--- config.mk ---
export PLATFORM = sky130hd
export DESIGN_NAME = robot_controller
export DESIGN_NICKNAME = d
export VERILOG_FILES = /design/src/rtl/robot_controller.sv
export SDC_FILE = /design/constraint.sdc
export NUM_CORES = 1
export LEC_CHECK = 0
export ABC_AREA = 1
export BUFFER_PORTS_ARGS = -buffer_cell sky130_fd_sc_hd__buf_2
export CAP_MARGIN = 20
export CORE_MARGIN = 3
export CORE_UTILIZATION = 42
export DETAILED_ROUTE_END_ITERATION = 8
export PLACE_DENSITY_LB_ADDON = 0.1
export SYNTH_ARGS = -nofsm -noshare
export SYNTH_HDL_FRONTEND = slang
export SYNTH_SLANG_ARGS = --single-unit
export TNS_END_PERCENT = 20
--- constraint.sdc ---
create_clock -name Clock50 -period 2.52 [get_ports Clock50]
set_input_delay 0.126 -clock Clock50 [delete_from_list [all_inputs] [get_ports Clock50]]
set_output_delay 0.126 -clock Clock50 [all_outputs]
set_load 0.01 [all_outputs]
--- src/rtl/robot_controller.sv ---
// robot_controller: left-hand wall-follower driving the map/robot datapath.
// Issues one-cycle advance/rotate pulses and a held remove command, and
// separates consecutive commands with a WAIT cycle so map sensors can settle.
// Optional build macro ROBOT_CTRL_SINGLE_STEP_EN adds a 'step' input that
// gates each SENSE decision (one decision plus its command sequence per pulse).
module robot_controller #(
  parameter int unsigned MAX_STEPS         = 255,
  parameter int unsigned MAX_REMOVE_CYCLES = 15
) (
  input  logic       Clock50,
  input  logic       Reset,
  input  logic       start,
`ifdef ROBOT_CTRL_SINGLE_STEP_EN
  input  logic       step,
`endif
  input  logic       head_in,
  input  logic       left_in,
  input  logic       under_in,
  input  logic       barrier_in,
  output logic       avancar,
  output logic       girar,
  output logic       remover,
  output logic       busy,
  output logic       done,
  output logic       timeout,
  output logic [7:0] step_count,
  output logic [3:0] state_dbg
);

  typedef enum logic [3:0] {
    IDLE    = 4'd0,
    SENSE   = 4'd1,
    ADVANCE = 4'd2,
    TURN_L  = 4'd3,
    TURN_R  = 4'd4,
    REMOVE  = 4'd5,
    WAIT    = 4'd6,
    DONE    = 4'd7
  } state_t;

  localparam logic [7:0] STEP_LIMIT   = 8'(MAX_STEPS);
  localparam logic [7:0] REM_LIMIT_M1 = 8'(MAX_REMOVE_CYCLES - 1);

  state_t     state;
  state_t     next_state;
  logic       last_left;
  logic [1:0] turn_cnt;
  logic [7:0] rem_cnt;
  logic       stop_pending;
  logic       sense_go;

`ifdef ROBOT_CTRL_SINGLE_STEP_EN
  assign sense_go = step;
`else
  assign sense_go = 1'b1;
`endif

  // State register
  always_ff @(posedge Clock50 or posedge Reset) begin
    if (Reset) state <= IDLE;
    else       state <= next_state;
  end

  // Next-state decision; sensors only matter in SENSE (and barrier in REMOVE)
  always_comb begin
    next_state = state;
    unique case (state)
      IDLE, DONE: begin
        if (start) next_state = SENSE;
      end
      SENSE: begin
        if (sense_go) begin
          if (under_in)                     next_state = DONE;
          else if (barrier_in)              next_state = REMOVE;
          else if (!left_in && !last_left)  next_state = TURN_L;
          else if (!head_in)                next_state = ADVANCE;
          else                              next_state = TURN_R;
        end
      end
      ADVANCE: next_state = WAIT;
      TURN_L:  next_state = WAIT;
      TURN_R:  next_state = WAIT;
      REMOVE: begin
        if (!barrier_in)                 next_state = WAIT;
        else if (rem_cnt == REM_LIMIT_M1) next_state = DONE;
      end
      // WAIT doubles as the gap between right-turn pulses: turn_cnt of 1 or 2
      // means more quarter turns are still owed before returning to SENSE.
      WAIT: begin
        if (stop_pending)                         next_state = DONE;
        else if (turn_cnt == 2'd1 || turn_cnt == 2'd2) next_state = TURN_R;
        else                                      next_state = SENSE;
      end
      default: next_state = IDLE;
    endcase
  end

  // Run bookkeeping: step counter, memory of the last left turn, turn/remove counters
  always_ff @(posedge Clock50 or posedge Reset) begin
    if (Reset) begin
      step_count   <= '0;
      timeout      <= 1'b0;
      last_left    <= 1'b0;
      turn_cnt     <= '0;
      rem_cnt      <= '0;
      stop_pending <= 1'b0;
    end else begin
      unique case (state)
        IDLE, DONE: begin
          if (start) begin
            step_count   <= '0;
            timeout      <= 1'b0;
            last_left    <= 1'b0;
            turn_cnt     <= '0;
            stop_pending <= 1'b0;
          end
        end
        SENSE: begin
          if (next_state == ADVANCE) begin
            if (step_count != 8'hFF) step_count <= step_count + 8'd1;
            last_left <= 1'b0;
          end
          if (next_state == TURN_L) last_left <= 1'b1;
          if (next_state == REMOVE) rem_cnt <= '0;
        end
        ADVANCE: begin
          if (step_count == STEP_LIMIT) begin
            stop_pending <= 1'b1;
            timeout      <= 1'b1;
          end
        end
        TURN_R: turn_cnt <= turn_cnt + 2'd1;
        REMOVE: begin
          if (barrier_in) begin
            if (rem_cnt == REM_LIMIT_M1) timeout <= 1'b1;
            else                         rem_cnt <= rem_cnt + 8'd1;
          end
        end
        WAIT: begin
          if (turn_cnt == 2'd3) begin
            turn_cnt  <= '0;
            last_left <= 1'b0;
          end
          stop_pending <= 1'b0;
        end
        default: ;
      endcase
    end
  end

  // Registered command and status outputs, decoded from the state being entered
  always_ff @(posedge Clock50 or posedge Reset) begin
    if (Reset) begin
      avancar   <= 1'b0;
      girar     <= 1'b0;
      remover   <= 1'b0;
      busy      <= 1'b0;
      done      <= 1'b0;
      state_dbg <= '0;
    end else begin
      avancar   <= (next_state == ADVANCE);
      girar     <= (next_state == TURN_L) || (next_state == TURN_R);
      remover   <= (next_state == REMOVE);
      busy      <= (next_state != IDLE) && (next_state != DONE);
      done      <= (next_state == DONE);
      state_dbg <= next_state;
    end
  end

endmodule

==> metrics.json, run 1 <==
{
  "cellLeakagePower_nw": 1.065,
  "grt_max_degree": 31,
  "floorplan.initialDensity_pct": 44.37,
  "final_net_count": 281,
  "synth.top_cells.by_count": "68 x sky130_fd_sc_hd__nand2_1, 31 x sky130_fd_sc_hd__nor2_1, 30 x sky130_fd_sc_hd__dfrtp_1, 27 x sky130_fd_sc_hd__inv_1, 14 x sky130_fd_sc_hd__nand3_1",
  "fraction_of_final_layout_cells_with_drive_strength_greater_than_1_pct": 20.30,
  "yosys-top-cells-area": "sky130_fd_sc_hd__dfrtp_1 42%, sky130_fd_sc_hd__nand2_1 14%, sky130_fd_sc_hd__nor2_1 6.5%, sky130_fd_sc_hd__inv_1 5.6%, sky130_fd_sc_hd__nand3_1 3.9%",
  "post-route-util_pct": 51.59,
  "detailed_place_hpwl_um": 2846,
  "gp_congestion": 0.8876,
  "finalSetupTns_ns": 0,
  "slew_headroom_pct": 65.56,
  "cp_data_required_time_ns": 2.69,
  "drc": 0,
  "synth-seq-area-share_pct": 41.70,
  "drt_iter0_markers": 51,
  "synth_fp_nets": 250,
  "cts_inserted_buffers": 5,
  "min_period_ns": 2.088,
  "cp-end-kind": "flop",
  "drtAntennaViolNets": 0,
  "finClkSkew_ns": 0.007474,
  "setup.worst_path.class": "flop to flop",
  "ir_drop_v": 0.0004603,
  "clock_tree.htree_level_count": 2,
  "track_usage_pct": 17.05,
  "drt-total-wl_um": 3848,
  "ioPinCount": 25,
  "dieArea_sq_mm": 0.005109,
  "crit-reg2reg-capture": "rem_cnt[5]",
  "critPathMaxFanout": 14,
  "die_h_um": 71.48,
  "cell_internal_pwr_mw": 1.078,
  "rsz0062_at_grt": "no",
  "category_of_the_worst_setup_path_launch_point": "flop",
  "hold_class": "input pin to flop",
  "share_of_flip_flops_with_an_asynchronous_set_or_reset_pct": 100.0,
  "dr.pass1.iters": 4,
  "clock-root-buffer": "sky130_fd_sc_hd__clkbuf_8",
  "yosysWarnings": 0,
  "worstReg2RegStart": "state_dbg[3]",
  "worst_pin_slew_ns": 0.5150,
  "worst_setup_path_startpoint": "state_dbg[3]",
  "cp-endpoint": "rem_cnt[5]",
  "syn_area_sq_mm": 0.001800,
  "edff_count_synth": 0,
  "grt_pass1_wl_um": 6886,
  "post_synth_num_cell_types": 30,
  "fp.coreArea_sq_mm": 0.004058,
  "timing.critical_path.arrival_ns": 2.25,
  "clock_insertion_delay_worst_skew_ns": 0.28,
  "reg2reg_setup_slack_ns": 0.43,
  "syn_to_layout_area_delta_pct": 16.26,
  "ys_ff_latch": 30,
  "grt_remaining_overflow": 0,
  "timing.max_cap.violations": 0,
  "power_switching_mw": 0.7075,
  "sequentialPowerShare_pct": 36.4,
  "tritoncts": "built",
  "postSynthCellCount": 239,
  "diodes": 0,
  "yosys_most_used_dff": "sky130_fd_sc_hd__dfrtp_1",
  "grt_antenna_before_repair": 0,
  "cts_setup_buffers": 0,
  "maximum_clock_frequency_mhz": 478.8,
  "r2r_cells": 11,
  "holdBufCountCts": 1,
  "drt-vias-per-instance": 4.807,
  "final-max-slew-violation-count": 0,
  "cts-root-to-sink-buffers": 2,
  "outcome": "complete, no violations",
  "routed_length_per_placed_instance_um": 11.99,
  "p_sw_share_pct": 39.63,
  "finish.cell_count_without_fillers": 321,
  "hold_violations_final": 0,
  "cts_resizes": 0,
  "placed_area_sq_mm": 0.001974,
  "power-per-cell-area_mw_per_mm2": 852.8,
  "cts.sinks": 30,
  "worst_path_clk_slew_ns": 0.06,
  "filler_cell_count": 408,
  "power.clock.fraction_pct": 26.8,
  "total_via_count_after_detailed_routing": 1543,
  "port_buffers": 24,
  "post-route-cell-area_sq_mm": 0.002093,
  "die_width_um": 71.48,
  "synthMostInstantiatedCell": "sky130_fd_sc_hd__nand2_1",
  "place.detailed.instances": 312,
  "setup_viol": 0,
  "core.rowCount": 23,
  "postSynthAreaPerCell_sq_um": 7.533,
  "timing.final.crit_share_pct": 82.88,
  "yosys.area.top_type": "sky130_fd_sc_hd__dfrtp_1",
  "first_global_vias": 1482,
  "power.share.combinational_pct": 36.8,
  "post-layout-total-power_mw": 1.785,
  "yosys.area.top_type_share_pct": 41.70
}
## placed cells by master (no fill, tap or decap), drive strengths merged, types with 4 or more instances in the layout
cell	count
nor2	35
o21ai	13
clkbuf	5
inv	31
o31ai	6
buf	25
dfrtp	30
ha	4
nor3	4
nand3	16
nand4	9
nand2	72
a21oi	5
## worst max-delay path, stage by stage, from the launching register on
cell	delay, ns
sky130_fd_sc_hd__dfrtp_1	0.42
sky130_fd_sc_hd__nor2_1	0.19
sky130_fd_sc_hd__inv_1	0.11
sky130_fd_sc_hd__nor2_4	0.26
sky130_fd_sc_hd__nand2_1	0.09
sky130_fd_sc_hd__nand3_1	0.09
sky130_fd_sc_hd__nor2_1	0.10
sky130_fd_sc_hd__nor2_2	0.13
sky130_fd_sc_hd__nand2_2	0.19
sky130_fd_sc_hd__inv_2	0.14
sky130_fd_sc_hd__o21ai_0	0.08
sky130_fd_sc_hd__and2_1	0.17
## cell families (layout without fill, tap and decap cells)
family,count (synthesis),in the layout,share of synthesized area [%]
XOR/XNOR,4,4,1.946
AND/OR/NAND/NOR,139,139,35.23
buffers and inverters,33,65,7.366
other,1,1,0.2083
adder cells (fa/ha/maj),4,4,2.780
AO/OA/AOI/OAI,28,28,10.77
flip-flops,30,30,41.70
## registers in the layout (all words and copies together), names as in the netlist
name          count
avancar           1
remover           1
rem_cnt           8
timeout           1
girar             1
busy              1
turn_cnt          2
step_count        8
state_dbg         4
done              1
last_left         1
stop_pending      1
## stage by stage
step | setup WS, ns | hold WS, ns
global placement | 0.4322 | 0.2237
floorplan | 0.7542 | 0.2168
global route | 0.1994 | 0.3418
CTS | 0.3952 | 0.2843
finish | 0.4315 | 0.2908
detailed placement | 0.4049 | 0.2282
## worst min-delay path by stage
stage / startpoint / endpoint / slack [ns] / depth (start not counted)
2_1_floorplan: Reset / avancar / 0.22 / 1
3_3_place_gp: Reset / state_dbg[3] / 0.22 / 3
3_5_place_dp: Reset / state_dbg[3] / 0.23 / 3
4_1_cts: barrier_in / state_dbg[0] / 0.28 / 5
5_1_grt: under_in / state_dbg[1] / 0.34 / 7
6_report: barrier_in / state_dbg[0] / 0.29 / 5
## routing by layer
metal	vias up	share of wire, %	GRT usage (%)
met1	680	51	24.47
li1	830	-	-
met5	-	0	0
met4	0	1.1	4.384
met2	28	43	25.31
met3	5	5.2	4.909
## layout make-up
type / instances / area, sq um / area share, %
flip-flops and latches: 30 / 750.7 / 35.86
well taps: 50 / 62.56 / 2.989
repair buffers: 26 / 137.6 / 6.575
inverters: 31 / 116.4 / 5.559
clock buffers: 5 / 68.82 / 3.288
multi-input cells: 176 / 917.1 / 43.81
clock inverters: 3 / 40.04 / 1.913
## power groups by stage
stage | clock network [mW] | registers, mW | logic, mW
after floorplan | 0 | 0.673 | 0.474
after global placement | 0 | 0.659 | 0.654
after detailed placement | 0 | 0.656 | 0.662
after CTS | 0.487 | 0.649 | 0.666
after global routing | 0.510 | 0.665 | 0.766
final | 0.479 | 0.650 | 0.657
Power figures use the tool's default switching activity.
==> run 2, diff against run 1 <==
--- a/config.mk
+++ b/config.mk
@@ -5,7 +5,7 @@
 export SDC_FILE = /design/constraint.sdc
 export NUM_CORES = 1
 export LEC_CHECK = 0
-export ABC_AREA = 1
+export ABC_AREA = 0
 export BUFFER_PORTS_ARGS = -buffer_cell sky130_fd_sc_hd__buf_2
 export CAP_MARGIN = 20
 export CORE_MARGIN = 3
==> constraint.sdc (replaced) <==
create_clock -name Clock50 -period 1.9 [get_ports Clock50]
set_input_delay 0.095 -clock Clock50 [delete_from_list [all_inputs] [get_ports Clock50]]
set_output_delay 0.095 -clock Clock50 [all_outputs]
set_load 0.01 [all_outputs]
==> metrics.json, run 2 <==
{
  "rsz0062_at_grt": "yes",
  "port_buffers": {"value": 24, "change": "unchanged"},
  "first_global_vias": {"value": 1868, "change": "+26%"},
  "track_usage": {"value": 21.29, "unit": "%", "change": "+4.2 points"},
  "post_synth_num_cell_types": {"value": 57, "change": "+90%"},
  "grt_util_met3": {"value": 4.408, "unit": "%", "change": "-0.50 points"},
  "clock-root-buffer": "sky130_fd_sc_hd__clkbuf_8",
  "drtAntennaViolNets": {"value": 0, "change": "unchanged"},
  "largestRegisters": "rem_cnt: 8 flops, step_count: 8 flops, state_dbg: 4 flops",
  "clock_insertion_delay_worst_skew": {"value": 0.28, "unit": "ns", "change": "about the same"},
  "failed_checks": "negative setup slack",
  "layout.cells.most_common": "sky130_fd_sc_hd__buf_4",
  "min_period": {"value": 2.094, "unit": "ns", "change": "+0.005229 ns"},
  "timing.max_cap.violations": {"value": 0, "change": "unchanged"},
  "dr.pass1.iters": {"value": 4, "change": "unchanged"},
  "reg2reg_setup_slack": {"value": -0.19, "unit": "ns", "change": "-0.63 ns"},
  "timing.final.crit_share": {"value": 110.2, "unit": "%", "change": "+27 points"},
  "grt_pass1_wl": {"value": 8866, "unit": "um", "change": "+29%"},
  "yosys-top-cells-area": "sky130_fd_sc_hd__dfrtp_1 40%, sky130_fd_sc_hd__nor2_1 4.0%, sky130_fd_sc_hd__o21ai_0 3.7%, sky130_fd_sc_hd__nand2_1 3.4%, sky130_fd_sc_hd__nand3_1 3.2%",
  "total_via_count_after_detailed_routing": {"value": 1938, "change": "+26%"},
  "grt_max_degree": {"value": 31, "change": "unchanged"},
  "final-max-slew-violation-count": {"value": 0, "change": "unchanged"},
  "fp.coreArea": {"value": 0.004173, "unit": "sq mm", "change": "+2.8%"},
  "crit_chain": "or4b_4, o22ai_4, nand4_4, o31a_1, o22a_1",
  "met1_usage": {"value": 28.34, "unit": "%", "change": "+3.9 points"},
  "final_net_count": {"value": 293, "change": "+4.3%"},
  "finish.cell_count_without_fillers": {"value": 332, "change": "+3.4%"},
  "post-route-util": {"value": 62.43, "unit": "%", "change": "+11 points"},
  "cts_inserted_buffers": {"value": 5, "change": "unchanged"},
  "synth_fp_nets": {"value": 222, "change": "-11%"},
  "yosysWarnings": {"value": 0, "change": "unchanged"},
  "top_usage_layer": "met2",
  "critPathMaxFanout": {"value": 6, "change": "-8"},
  "cts.sinks": {"value": 30, "change": "unchanged"},
  "ys_ff_latch": {"value": 30, "change": "unchanged"},
  "edff_count_synth": {"value": 0, "change": "unchanged"},
  "drt_iter0_markers": {"value": 179, "change": "+250%"},
  "floorplan.initialDensity": {"value": 45.34, "unit": "%", "change": "+0.96 points"},
  "grt_met2_use": {"value": 35.05, "unit": "%", "change": "+9.7 points"},
  "tritoncts": "built",
  "cellLeakagePower": {"value": 1.187, "unit": "nW", "change": "+11%"},
  "synthMostInstantiatedCell": "sky130_fd_sc_hd__dfrtp_1",
  "final_critical_path_setup_slack": {"value": -0.1937, "unit": "ns", "change": "-0.6252 ns"},
  "library_cell_contributing_the_largest_single_delay_on_the_critical_path": "sky130_fd_sc_hd__or4b_4",
  "grt_antenna_before_repair": {"value": 0, "change": "unchanged"},
  "worst_path_dominant_cell_family": "simple AND/OR/NAND/NOR gates",
  "postSynthAreaPerCell": {"value": 8.966, "unit": "sq um", "change": "+19%"},
  "power-per-cell-area": {"value": 1087, "unit": "mW/mm^2", "change": "+28%"},
  "gp_congestion": {"value": 0.8982, "change": "+1.2%"},
  "grt_remaining_overflow": {"value": 0, "change": "unchanged"},
  "postSynthCellCount": {"value": 211, "change": "-12%"},
  "detailed_place_hpwl": {"value": 3900, "unit": "um", "change": "+37%"},
  "category_of_the_worst_setup_path_launch_point": "flop",
  "yosys.area.top_type_share": {"value": 39.68, "unit": "%", "change": "-2.0 points"},
  "setup.worst_path.class": "flop to flop",
  "drc": {"value": 0, "change": "unchanged"},
  "core.rowCount": {"value": 23, "change": "unchanged"},
  "dieArea": {"value": 0.005346, "unit": "sq mm", "change": "+4.6%"},
  "fraction_of_final_layout_cells_with_drive_strength_greater_than_1": {"value": 41.49, "unit": "%", "change": "+21 points"},
  "timing.critical_path.arrival": {"value": 2.26, "unit": "ns", "change": "about the same"},
  "cp_data_required_time": {"value": 2.06, "unit": "ns", "change": "-0.63 ns"},
  "ioPinCount": {"value": 25, "change": "unchanged"},
  "cp-end-kind": "flop",
  "diodes": {"value": 0, "change": "unchanged"},
  "cts-root-to-sink-buffers": {"value": 2, "change": "unchanged"},
  "outcome": "complete, but fails checks",
  "worst_path_clk_slew": {"value": 0.07, "unit": "ns", "change": "about the same"},
  "maximum_clock_frequency": {"value": 477.6, "unit": "MHz", "change": "-0.25%"},
  "setup_viol": {"value": 16, "change": "+16"},
  "slowest_delay": {"value": 0.64, "unit": "ns", "change": "+0.22 ns"},
  "place.detailed.instances": {"value": 314, "change": "+0.64%"},
  "mostFrequentLayoutCells": "49 x sky130_fd_sc_hd__buf_4, 28 x sky130_fd_sc_hd__dfrtp_1, 24 x sky130_fd_sc_hd__buf_2",
  "yosys.area.top_type": "sky130_fd_sc_hd__dfrtp_1",
  "synth.top_cells.by_count": "30 x sky130_fd_sc_hd__dfrtp_1, 20 x sky130_fd_sc_hd__nor2_1, 17 x sky130_fd_sc_hd__nand2_1, 14 x sky130_fd_sc_hd__o21ai_0, 12 x sky130_fd_sc_hd__nand3_1",
  "ir_drop": {"value": 0.0004853, "unit": "V", "change": "+5.4%"},
  "finClkSkew": {"value": 0.004993, "unit": "ns", "change": "-0.002481 ns"},
  "drt-total-wl": {"value": 5243, "unit": "um", "change": "+36%"},
  "routed_length_per_placed_instance": {"value": 15.79, "unit": "um", "change": "+32%"},
  "syn_to_layout_area_delta_pct": 37.70,
  "die_h": {"value": 73.12, "unit": "um", "change": "+2.3%"},
  "clock_tree.htree_level_count": {"value": 2, "change": "unchanged"},
  "syn_area": {"value": 0.001892, "unit": "sq mm", "change": "+5.1%"},
  "yosys_most_used_dff": "sky130_fd_sc_hd__dfrtp_1",
  "hold_class": "input pin to flop",
  "synth-seq-area-share": {"value": 39.68, "unit": "%", "change": "-2.0 points"},
  "hold_violations_final": {"value": 0, "change": "unchanged"},
  "die_width": {"value": 73.12, "unit": "um", "change": "+2.3%"},
  "drt-vias-per-instance": {"value": 5.837, "change": "+21%"},
  "worst-path-buf-inv": {"value": 0, "change": "-2"},
  "share_of_flip_flops_with_an_asynchronous_set_or_reset": {"value": 100.0, "unit": "%", "change": "unchanged"}
}
run 2: changes by cell type after synthesis, sizes merged, moves of 5 or more:
cell | previous run | this run
nand2 | 72 | 17
inv | 31 | 14
nor2 | 35 | 20
a21oi | 5 | 13
a31oi | 1 | 9
buf | 2 | 9
o21ai | 13 | 18
run 2: what timing repair did:
item,CTS,global route
endpoints found under the setup margin,21,23
pin swaps,13,8
hold endpoints to repair,30,0
cloned,0,0
buffers inserted,6,4
hold buffers,1,0
resized for setup,11,17
run 2: path summary, 6_finish.rpt:
kind | start | endpoint | cells past startpoint
hold reg to reg | rem_cnt[7] | rem_cnt[7] | 1
setup reg to reg | state_dbg[2] | step_count[7] | 5
setup / recovery | state_dbg[2] | step_count[7] | 5
min in group asynchronous | Reset | rem_cnt[7] | 4
max in group asynchronous | Reset | state_dbg[0] | 4
hold / removal | under_in | state_dbg[1] | 4
run 2: per-layer routing:
metal  share of wire, %  wire length, um  vias to the layer above
li1                   -                -                      933
met1                 45             2367                      914
met2                 47             2480                       82
met3                6.3              331                        9
met4                1.2               63                        0
met5                  0                0                        -
run 2: kinds of logic after synthesis:
kind of cell	share of synthesized area (%)
and+or+nand+nor	23.15
AOI/OAI and AO/OA	26.85
DFF	39.68
buffers and inverters	6.944
adders and majority gates	2.646
muxes	0.5291
other	0.1982
run 2: stage by stage:
stage	instance area [sq um]	total power [mW]	setup WS [ns]	setup TNS [ns]	hold slack (ns)
after floorplan	1904	1.655	-0.1610	-0.8540	0.1858
after global placement	2323	2.104	-0.2426	-2.469	0.1878
after detailed placement	2323	2.146	-0.2667	-2.760	0.2007
after CTS	2501	2.759	-0.1622	-1.348	0.3921
after global routing	2605	3.033	-0.2879	-3.685	0.4557
final	2605	2.833	-0.1937	-1.660	0.4127
run 2: layout make-up:
| type | instances | area [sq um] |
|---|---|---|
| Clock buffer | 5 | 68.82 |
| Clock inverter | 2 | 10.01 |
| Fill cell | 349 | 1568 |
| Inverter | 14 | 52.55 |
| Multi-Input combinational cell | 154 | 1126 |
| Sequential cell | 30 | 753.2 |
| Tap cell | 50 | 62.56 |
| Timing Repair Buffer | 77 | 531.8 |
run 2: report_power, final:
part | total (mW) | leakage, nW | switching [mW] | internal [mW]
clock network | 0.482 | 0.0438 | 0.236 | 0.245
registers | 0.865 | 0.402 | 0.0972 | 0.767
logic | 1.49 | 0.741 | 0.804 | 0.682
run 2: tightest hold or removal path, delay by kind of cell:
| family | cells | cell delay (ns) |
|---|---|---|
| AO/OA/AOI/OAI | 2 | 0.35 |
| buffers and inverters | 1 | 0.09 |
| AND/OR/NAND/NOR | 1 | 0.12 |
==> run 3, diff against run 2 <==
--- a/config.mk
+++ b/config.mk
@@ -9,7 +9,7 @@
 export BUFFER_PORTS_ARGS = -buffer_cell sky130_fd_sc_hd__buf_2
 export CAP_MARGIN = 20
 export CORE_MARGIN = 3
-export CORE_UTILIZATION = 42
+export CORE_UTILIZATION = 52
 export DETAILED_ROUTE_END_ITERATION = 8
 export PLACE_DENSITY_LB_ADDON = 0.1
 export SYNTH_ARGS = -nofsm -noshare
==> constraint.sdc (replaced) <==
create_clock -name Clock50 -period 1.9 [get_ports Clock50]
set_input_delay 0.38 -clock Clock50 [delete_from_list [all_inputs] [get_ports Clock50]]
set_output_delay 0.38 -clock Clock50 [all_outputs]
set_load 0.05 [all_outputs]
==> metrics.json, run 3 (synthesis results as in run 2) <==
{
  "timing.critical_path.arrival": {"value": 2.40, "unit": "ns", "change": "+0.14 ns"},
  "first_global_vias": {"value": 2000, "change": "+7.1%"},
  "finalSetupTns": {"value": -2.285, "unit": "ns", "change": "-0.6245 ns"},
  "grt_antenna_before_repair": {"value": 0, "change": "unchanged"},
  "hold_class": "input pin to asynchronous set/reset pin",
  "power_switching": {"value": 1.455, "unit": "mW", "change": "+28%"},
  "grt_max_degree": {"value": 31, "change": "unchanged"},
  "power.clock.fraction": {"value": 15.4, "unit": "%", "change": "-1.6 points"},
  "final-max-slew-violation-count": {"value": 0, "change": "unchanged"},
  "category_of_the_worst_setup_path_launch_point": "flop",
  "min_period": {"value": 2.117, "unit": "ns", "change": "+0.02338 ns"},
  "cp-end-kind": "flop",
  "ir_drop": {"value": 0.0008411, "unit": "V", "change": "+73%"},
  "final_net_count": {"value": 299, "change": "+2.0%"},
  "finish.cell_count_without_fillers": {"value": 335, "change": "+0.90%"},
  "finClkSkew": {"value": 0.005476, "unit": "ns", "change": "+0.0004831 ns"},
  "post-layout-total-power": {"value": 3.294, "unit": "mW", "change": "+16%"},
  "maximum_clock_frequency": {"value": 472.3, "unit": "MHz", "change": "-1.1%"},
  "die_width": {"value": 66.32, "unit": "um", "change": "-9.3%"},
  "drtAntennaViolNets": {"value": 0, "change": "unchanged"},
  "p_sw_share": {"value": 44.18, "unit": "%", "change": "+4.0 points"},
  "total_via_count_after_detailed_routing": {"value": 2005, "change": "+3.5%"},
  "setup.worst_path.class": "flop to flop",
  "failed_checks": "negative setup slack",
  "hold_violations_final": {"value": 0, "change": "unchanged"},
  "cts_inserted_buffers": {"value": 5, "change": "unchanged"},
  "grt_pass1_wl": {"value": 9266, "unit": "um", "change": "+4.5%"},
  "tritoncts": "built",
  "power-per-cell-area": {"value": 1229, "unit": "mW/mm^2", "change": "+13%"},
  "sequentialPowerShare": {"value": 26.6, "unit": "%", "change": "-3.9 points"},
  "critPathMaxFanout": {"value": 3, "change": "-3"},
  "clock_insertion_delay_worst_skew": {"value": 0.34, "unit": "ns", "change": "+0.06 ns"},
  "cts-root-to-sink-buffers": {"value": 2, "change": "unchanged"},
  "drt_iter0_markers": {"value": 183, "change": "+2.2%"},
  "gp_congestion": {"value": 0.9342, "change": "+4.0%"},
  "layout.cells.most_common": "sky130_fd_sc_hd__buf_4",
  "die_h": {"value": 66.32, "unit": "um", "change": "-9.3%"},
  "fp.coreArea": {"value": 0.003416, "unit": "sq mm", "change": "-18%"},
  "cellLeakagePower": {"value": 1.209, "unit": "nW", "change": "+1.9%"},
  "placed_area": {"value": 0.002379, "unit": "sq mm", "change": "+2.4%"},
  "timing.final.crit_share": {"value": 111.4, "unit": "%", "change": "+1.2 points"},
  "slowest_delay": {"value": 0.39, "unit": "ns", "change": "-0.25 ns"},
  "largestRegisters": "rem_cnt: 8 flops, step_count: 8 flops, state_dbg: 4 flops",
  "dr.pass1.iters": {"value": 4, "change": "unchanged"},
  "detailed_place_hpwl": {"value": 3856, "unit": "um", "change": "-1.1%"},
  "post-route-util": {"value": 78.46, "unit": "%", "change": "+16 points"},
  "library_cell_contributing_the_largest_single_delay_on_the_critical_path": "sky130_fd_sc_hd__dfrtp_1",
  "place_worst_setup_slack": {"value": -0.2821, "unit": "ns", "change": "-0.01540 ns"},
  "holdBufCountCts": {"value": 0, "change": "-1"},
  "fraction_of_final_layout_cells_with_drive_strength_greater_than_1": {"value": 44.29, "unit": "%", "change": "+2.8 points"},
  "cts.sinks": {"value": 30, "change": "unchanged"},
  "power.share.combinational": {"value": 58.0, "unit": "%", "change": "+5.5 points"},
  "worst_path_clk_slew": {"value": 0.09, "unit": "ns", "change": "+0.02 ns"},
  "routed_length_per_placed_instance": {"value": 17.19, "unit": "um", "change": "+8.9%"},
  "ioPinCount": {"value": 25, "change": "unchanged"},
  "drt-total-wl": {"value": 5760, "unit": "um", "change": "+9.9%"},
  "drt-vias-per-instance": {"value": 5.985, "change": "+2.5%"},
  "clock_tree.htree_level_count": {"value": 2, "change": "unchanged"},
  "grt_remaining_overflow": {"value": 0, "change": "unchanged"},
  "place.detailed.instances": {"value": 317, "change": "+0.96%"},
  "timing.max_cap.violations": {"value": 0, "change": "unchanged"},
  "track_usage": {"value": 28.49, "unit": "%", "change": "+7.2 points"},
  "dieArea": {"value": 0.004398, "unit": "sq mm", "change": "-18%"},
  "mostFrequentLayoutCells": "54 x sky130_fd_sc_hd__buf_4, 26 x sky130_fd_sc_hd__dfrtp_1, 24 x sky130_fd_sc_hd__buf_2",
  "crit_chain": "inv_1, ha_2, nand4b_1, o41a_1, o22ai_4, nand3_2, nor4_1, o22a_1",
  "clock-root-buffer": "sky130_fd_sc_hd__clkbuf_4",
  "core.rowCount": {"value": 21, "change": "-8.7%"},
  "hold_ws": {"value": 0.08956, "unit": "ns", "change": "-0.3231 ns"},
  "post-route-cell-area": {"value": 0.002680, "unit": "sq mm", "change": "+2.9%"},
  "syn_to_layout_area_delta_pct": 41.67,
  "port_buffers": {"value": 24, "change": "unchanged"},
  "reg2reg_setup_slack": {"value": -0.22, "unit": "ns", "change": "-0.02 ns"},
  "outcome": "complete, but fails checks",
  "cell_internal_pwr": {"value": 1.839, "unit": "mW", "change": "+8.5%"},
  "setup_viol": {"value": 20, "change": "+4"},
  "drc": {"value": 0, "change": "unchanged"},
  "cp_data_required_time": {"value": 2.18, "unit": "ns", "change": "+0.12 ns"},
  "floorplan.initialDensity": {"value": 55.38, "unit": "%", "change": "+10 points"},
  "final_critical_path_setup_slack": {"value": -0.2171, "unit": "ns", "change": "-0.02338 ns"},
  "rsz0062_at_grt": "yes",
  "diodes": {"value": 0, "change": "unchanged"}
}
## run 3: final timing paths
path                       startpoint             to  depth (start not counted)
min                             Reset           done                          3
min in group Clock50          timeout        timeout                          2
max reg2reg                rem_cnt[0]  step_count[7]                          8
min reg2reg                   timeout        timeout                          2
max                        rem_cnt[0]  step_count[7]                          8
max in group asynchronous       Reset   state_dbg[1]                          3
## run 3: layer usage
metal  share of wire, %  GRT usage, %
met5                  0             0
met2                 50         48.57
met4                3.4         13.45
met1                 41         32.94
met3                5.2         7.483
## run 3: cell type report
class	instances	area, sq um
clock buffer	7	45.04
clock inverter	1	30.03
fill	234	735.7
inverter	14	57.56
multi-input combinational	154	1152
sequential	30	755.7
tap	46	57.56
timing repair buffer	83	581.8
## run 3: power by group through the flow
| stage | combinational (mW) | sequential [mW] | clock, mW |
|---|---|---|---|
| 6_report | 1.91 | 0.876 | 0.507 |
| 5_1_grt | 2.04 | 0.894 | 0.555 |
| 4_1_cts | 1.80 | 0.865 | 0.515 |
| 3_3_place_gp | 1.55 | 0.876 | 0 |
| 2_1_floorplan | 0.763 | 1.14 | 0 |
| 3_5_place_dp | 1.59 | 0.884 | 0 |
## run 3: critical path: cells and delay by family, from the launching register on
family,cells,cell delay (ns)
AOI/OAI and AO/OA,3,0.78
and+or+nand+nor,3,0.67
DFF,1,0.39
adders and majority gates,1,0.17
buffers and inverters,1,0.06
## run 3: repair_timing
action,in CTS,in global routing
buffers inserted,7,4
pin swaps,12,7
resized for setup,16,16
setup endpoints to repair,21,21
endpoints found under the hold margin,0,0
